File: config.mk
export PLATFORM = sky130hd
export DESIGN_NAME = vending_machine_ctrl
export DESIGN_NICKNAME = d
export VERILOG_FILES = /design/src/rtl/vending_machine_ctrl.sv
export SDC_FILE = /design/constraint.sdc
export NUM_CORES = 1
export LEC_CHECK = 0
export CAP_MARGIN = 20
export CORE_ASPECT_RATIO = 2
export CORE_MARGIN = 8
export CORE_UTILIZATION = 60
export CTS_BUF_LIST = sky130_fd_sc_hd__clkbuf_16
export CTS_CLUSTER_DIAMETER = 120
export DETAILED_ROUTE_END_ITERATION = 12
export PLACE_DENSITY = 0.93
export SLEW_MARGIN = 10
export SYNTH_ARGS = -nofsm -noshare
export SYNTH_HDL_FRONTEND = slang
export SYNTH_SLANG_ARGS = --single-unit
File: constraint.sdc
create_clock -name clock -period 9.26 [get_ports clock]
set_input_delay 1.852 -clock clock [delete_from_list [all_inputs] [get_ports clock]]
set_output_delay 1.852 -clock clock [all_outputs]
set_load 0.02 [all_outputs]
File: src/rtl/vending_machine_ctrl.sv
// Vending machine controller: coin credit, item selection against a price/stock
// table, single-cycle dispense, change payout handshake and per-item restocking.
module vending_machine_ctrl #(
  parameter int                    N_ITEMS    = 4,
  parameter int                    CW         = 16,
  parameter logic [N_ITEMS*CW-1:0] PRICES     = {16'd25, 16'd20, 16'd15, 16'd10},
  parameter int                    MAX_CREDIT = 100,
  parameter int                    STOCK_W    = 4,
  parameter int                    STOCK_INIT = 15,
  parameter int                    IW         = $clog2(N_ITEMS)
) (
  input  logic               clock,
  input  logic               clear,
  input  logic               coin_valid,
  input  logic [CW-1:0]      coin_value,
  input  logic               sel_valid,
  input  logic [IW-1:0]      sel_idx,
  input  logic               cancel,
  input  logic               restock_valid,
  input  logic [IW-1:0]      restock_idx,
  input  logic [STOCK_W-1:0] restock_qty,
  input  logic               change_ack,
  output logic [CW-1:0]      credit,
  output logic [N_ITEMS-1:0] legal_mask,
  output logic               vend_valid,
  output logic [IW-1:0]      vend_idx,
  output logic               change_valid,
  output logic [CW-1:0]      change_value,
  output logic               coin_reject,
  output logic               sel_error,
  output logic [1:0]         state
);

  typedef enum logic [1:0] {IDLE = 2'd0, CREDIT = 2'd1, VEND = 2'd2, CHANGE = 2'd3} state_t;

  localparam logic [IW:0] N_W   = N_ITEMS[IW:0];
  localparam logic [CW:0] MAX_C = MAX_CREDIT[CW:0];

  state_t             state_q;
  logic [STOCK_W-1:0] stock_q   [N_ITEMS];
  logic [STOCK_W-1:0] stock_nxt [N_ITEMS];
  logic [STOCK_W:0]   acc;
  logic [CW:0]        coin_sum;
  logic               coin_nz;
  logic               coin_fits;
  logic               sel_ok;
  logic [CW-1:0]      vend_diff;

  function automatic logic [CW-1:0] price_of(input int idx);
    return PRICES[idx*CW +: CW];
  endfunction

  function automatic logic [STOCK_W-1:0] sat_stock(input logic [STOCK_W:0] v);
    return v[STOCK_W] ? '1 : v[STOCK_W-1:0];
  endfunction

  assign state     = state_q;
  assign coin_nz   = coin_valid && (coin_value != '0);
  assign coin_sum  = {1'b0, credit} + {1'b0, coin_value};
  assign coin_fits = (coin_sum <= MAX_C);
  assign sel_ok    = sel_valid && ({1'b0, sel_idx} < N_W) && legal_mask[sel_idx];
  assign vend_diff = credit - price_of(int'(vend_idx));

  always_comb begin
    legal_mask = '0;
    for (int i = 0; i < N_ITEMS; i++)
      legal_mask[i] = (credit >= price_of(i)) && (stock_q[i] != '0);
  end

  // Dispense decrement and restock may hit the same item; add first, then saturate.
  always_comb begin
    acc = '0;
    for (int i = 0; i < N_ITEMS; i++) begin
      acc = {1'b0, stock_q[i]};
      if (state_q == VEND && vend_idx == IW'(i) && stock_q[i] != '0)
        acc = acc - (STOCK_W+1)'(1);
      if (restock_valid && restock_idx == IW'(i))
        acc = acc + {1'b0, restock_qty};
      stock_nxt[i] = sat_stock(acc);
    end
  end

  always_ff @(posedge clock or negedge clear) begin
    if (!clear) begin
      state_q      <= IDLE;
      credit       <= '0;
      change_value <= '0;
      change_valid <= 1'b0;
      vend_valid   <= 1'b0;
      vend_idx     <= '0;
      coin_reject  <= 1'b0;
      sel_error    <= 1'b0;
      for (int i = 0; i < N_ITEMS; i++) stock_q[i] <= STOCK_INIT[STOCK_W-1:0];
    end else begin
      vend_valid  <= 1'b0;
      coin_reject <= 1'b0;
      sel_error   <= 1'b0;
      for (int i = 0; i < N_ITEMS; i++) stock_q[i] <= stock_nxt[i];
      case (state_q)
        IDLE, CREDIT: begin
          if (state_q == CREDIT && cancel) begin
            change_value <= credit;
            change_valid <= 1'b1;
            credit       <= '0;
            state_q      <= CHANGE;
            coin_reject  <= coin_nz;
          end else if (state_q == CREDIT && sel_ok) begin
            vend_valid  <= 1'b1;
            vend_idx    <= sel_idx;
            state_q     <= VEND;
            coin_reject <= coin_nz;
          end else begin
            sel_error <= sel_valid;
            if (coin_nz) begin
              if (coin_fits) begin
                credit  <= coin_sum[CW-1:0];
                state_q <= CREDIT;
              end else begin
                coin_reject <= 1'b1;
              end
            end
          end
        end
        VEND: begin
          change_value <= vend_diff;
          change_valid <= (vend_diff != '0);
          credit       <= '0;
          state_q      <= (vend_diff != '0) ? CHANGE : IDLE;
          coin_reject  <= coin_nz;
        end
        CHANGE: begin
          coin_reject <= coin_nz;
          if (change_ack) begin
            change_valid <= 1'b0;
            state_q      <= IDLE;
          end
        end
        default: state_q <= IDLE;
      endcase
    end
  end

endmodule

==> out/results.ini <==
[status]
status = completed

[floorplan]
initial_core_util_pct = 61.8
num_io_pins = 75
row_count = 46
die_area_mm2 = 0.0114
die_h_um = 143
coreArea_mm2 = 0.00789
die_w_um = 79.7

[sta]
rsz0062_at_grt = no
final_hold_viol_count = 0
setup_viol = 0
min_period_ns = 5.51
final_max_slew_viol_count = 0
tightest_slew_ns = 0.881
clock.fmax_ghz = 0.182
finalSetupTns_ns = 0
min_period_over_period_pct = 59.5
worst_clock_skew_ns = 0.00683
relSlewSlack_pct = 40.7

[layout]
design_area_mm2 = 0.00581
instances_no_fill = 723
areaGrowthSynthToFinish_pct = 19.2
num-fill-cells = 588
post_route_cells_drive_above_1_share_pct = 7.50
layout.nets = 713
antennaDiodeCount = 0
fin_util_pct = 73.6

[clock_tree]
clk_path_buf_depth = 2
clock-sinks = 56
post_cts_buffers = 0
cts_tree = built
clock_latency_ns = 0.30
clkSlewWorstSetupHoldPaths_ns = 0.08
cts_root_buf = clkbuf_16
cts-buffers-inserted = 5
post_cts_resized = 0
cts_hold_buffers = 0
h-tree-depth = 2

[logic_synthesis]
synth_warnings = 0
synth_most_common_cell = nand2_1
synth_edf_count = 0
yosys-top-cells-count = 67 x nand2_1, 50 x ha_1, 41 x a21oi_1
netlist_top_cells_area = dfrtp_1 21%, ha_1 13%, dfstp_2 8.6%
synthesis.area_mm2 = 0.00487
ys_ff_latch = 56
syn_avg_cell_area_um2 = 8.65
synth_seq_area_share_pct = 29.2
synthFlopType = dfrtp_1
synth-async-reset-ratio_pct = 100
ys_types = 69
synth_largest_area_cell = dfrtp_1
synthCells = 563
syn_nets = 650
yosysTopAreaCellShare_pct = 20.6

[job]
maxCapViolCount = 0

[power_and_ir_drop]
peakVddDrop_v = 0.000141
power.density_mw_per_mm2 = 217
power_leakage_nw = 2.63
power_mw = 1.26

[worst_setup_path]
cp.arrival_ns = 5.74
worstPathRequired_ns = 9.49
cp_max_fo = 16
crit_type = in2reg
worst_setup_path_end_kind = register
worstSetupStartpointType = input pin

[global_routing]
grt_pass1_wl_um = 22800
grt_max_degree = 57
grt_pass1_vias = 4770
grt_overflow = 0
antenna_found_initial = 0
track_usage_pct = 25.2

[detailed_routing]
drt_iter0_drc = 350
drt_first_pass_iters = 5
drc = 0
antenna_left = 0
vias = 4711
wl_um = 14400
avgViaCountPerCell = 6.52
avgRoutedWirePerCell_um = 20.0

[placement]
io_buffers = 74
gp_congestion = 0.906
dp.cells = 715
dp_hpwl_um = 11400
place_area_mm2 = 0.00564

[worst_hold_path]
hold_class = reg2reg

[registers in the layout, indices dropped and copies added, names as in the netlist]
signal,cells
credit,16
change_value,16
coin_reject,1
vend_valid,1
vend_idx,2
stock_q,16
sel_error,1
change_valid,1
state,2
[worst paths after layout]
check | from | endpoint | slack [ns] | cells after the start
hold / removal | change_value[1]$_DFFE_PN0P_ | change_value[1]$_DFFE_PN0P_ | 0.50 | 2
setup / recovery | coin_value[0] | credit[1]$_DFFE_PN0P_ | 3.75 | 12
min in group asynchronous | clear | credit[12]$_DFFE_PN0P_ | 1.69 | 2
hold reg to reg | change_value[1]$_DFFE_PN0P_ | change_value[1]$_DFFE_PN0P_ | 0.50 | 2
max in group asynchronous | clear | credit[15]$_DFFE_PN0P_ | 7.11 | 2
setup reg to reg | credit[0]$_DFFE_PN0P_ | credit[1]$_DFFE_PN0P_ | 5.19 | 11
[report_power, final]
| part | total (mW) | internal (mW) | switching, mW |
|---|---|---|---|
| registers | 0.409 | 0.347 | 0.0618 |
| logic | 0.633 | 0.274 | 0.359 |
| clock network | 0.220 | 0.128 | 0.0924 |
| total | 1.26 | 0.749 | 0.513 |
[logic make-up (layout without fill, tap and decap cells)]
group	after synthesis	after routing	synth area share [%]
adder cells (fa/ha/maj)	56	56	15.3
flip-flops	56	56	29.2
buffers and inverters	55	119	4.78
AND/OR/NAND/NOR	192	192	20.0
AO/OA/AOI/OAI	160	160	22.1
XOR/XNOR	33	33	5.94
multiplexers	11	11	2.67
[routing by layer]
metal	global-route usage [%]	up-vias	wire [um]	share of wire, %
li1	-	2153	-	-
met3	4.01	71	872	6.0
met1	23.6	2234	4870	34
met5	0	-	0	0
met4	15.3	0	739	5.1
met2	48.1	253	7960	55
[worst max-delay path, stage by stage]
cell and delay, ns:
clkdlybuf4s50_1 0.44, ha_1 0.26, fa_1 0.45, a211oi_1 0.46
o21ai_2 0.19, xor2_1 0.23, o21ai_0 0.13, or3_1 0.39
o211a_2 0.15, and4bb_1 0.20, o31ai_2 0.71, a22o_1 0.28
[cell usage in the layout (no fill, tap or decap), types with 3 or more instances in the layout]
master,count
o311ai_0,3
a22o_1,7
nor4_1,9
clkbuf_16,5
nand2_1,67
a21boi_1,3
o211ai_1,9
dfrtp_1,40
a211o_1,4
nor2_1,38
a22oi_1,3
dfstp_2,16
or3_1,4
nand4_1,3
nor4b_1,5
and2_1,12
a21oi_1,41
fa_1,6
xor2_1,16
a211oi_1,3
a221o_1,3
a31oi_1,5
ha_1,50
o221a_2,4
and3_1,9
inv_1,36
mux2i_1,7
a21boi_0,3
a21o_1,6
nand3_1,9
nor3_1,9
o21a_1,6
clkdlybuf4s50_1,73
nor2b_1,14
o21ai_0,39
xnor2_1,17
[area by class of cell]
| cell class | count | area [um^2] | area share, % |
|---|---|---|---|
| flip-flops and latches | 56 | 1420 | 24.5 |
| multi-input cells | 452 | 3220 | 55.4 |
| repair buffers | 76 | 751 | 12.9 |
| inverters | 35 | 131 | 2.26 |
| clock buffers | 5 | 125 | 2.15 |
| well taps | 96 | 120 | 2.07 |
| clock inverters | 3 | 42.5 | 0.733 |
[per-stage QoR]
stage	hold slack (ns)	setup slack [ns]
global route	0.520	3.35
CTS	0.499	3.71
detailed placement	0.480	3.42
finish	0.496	3.75
global placement	0.466	3.66
floorplan	0.590	4.45
Note: power is estimated with default switching activity, not from simulation.
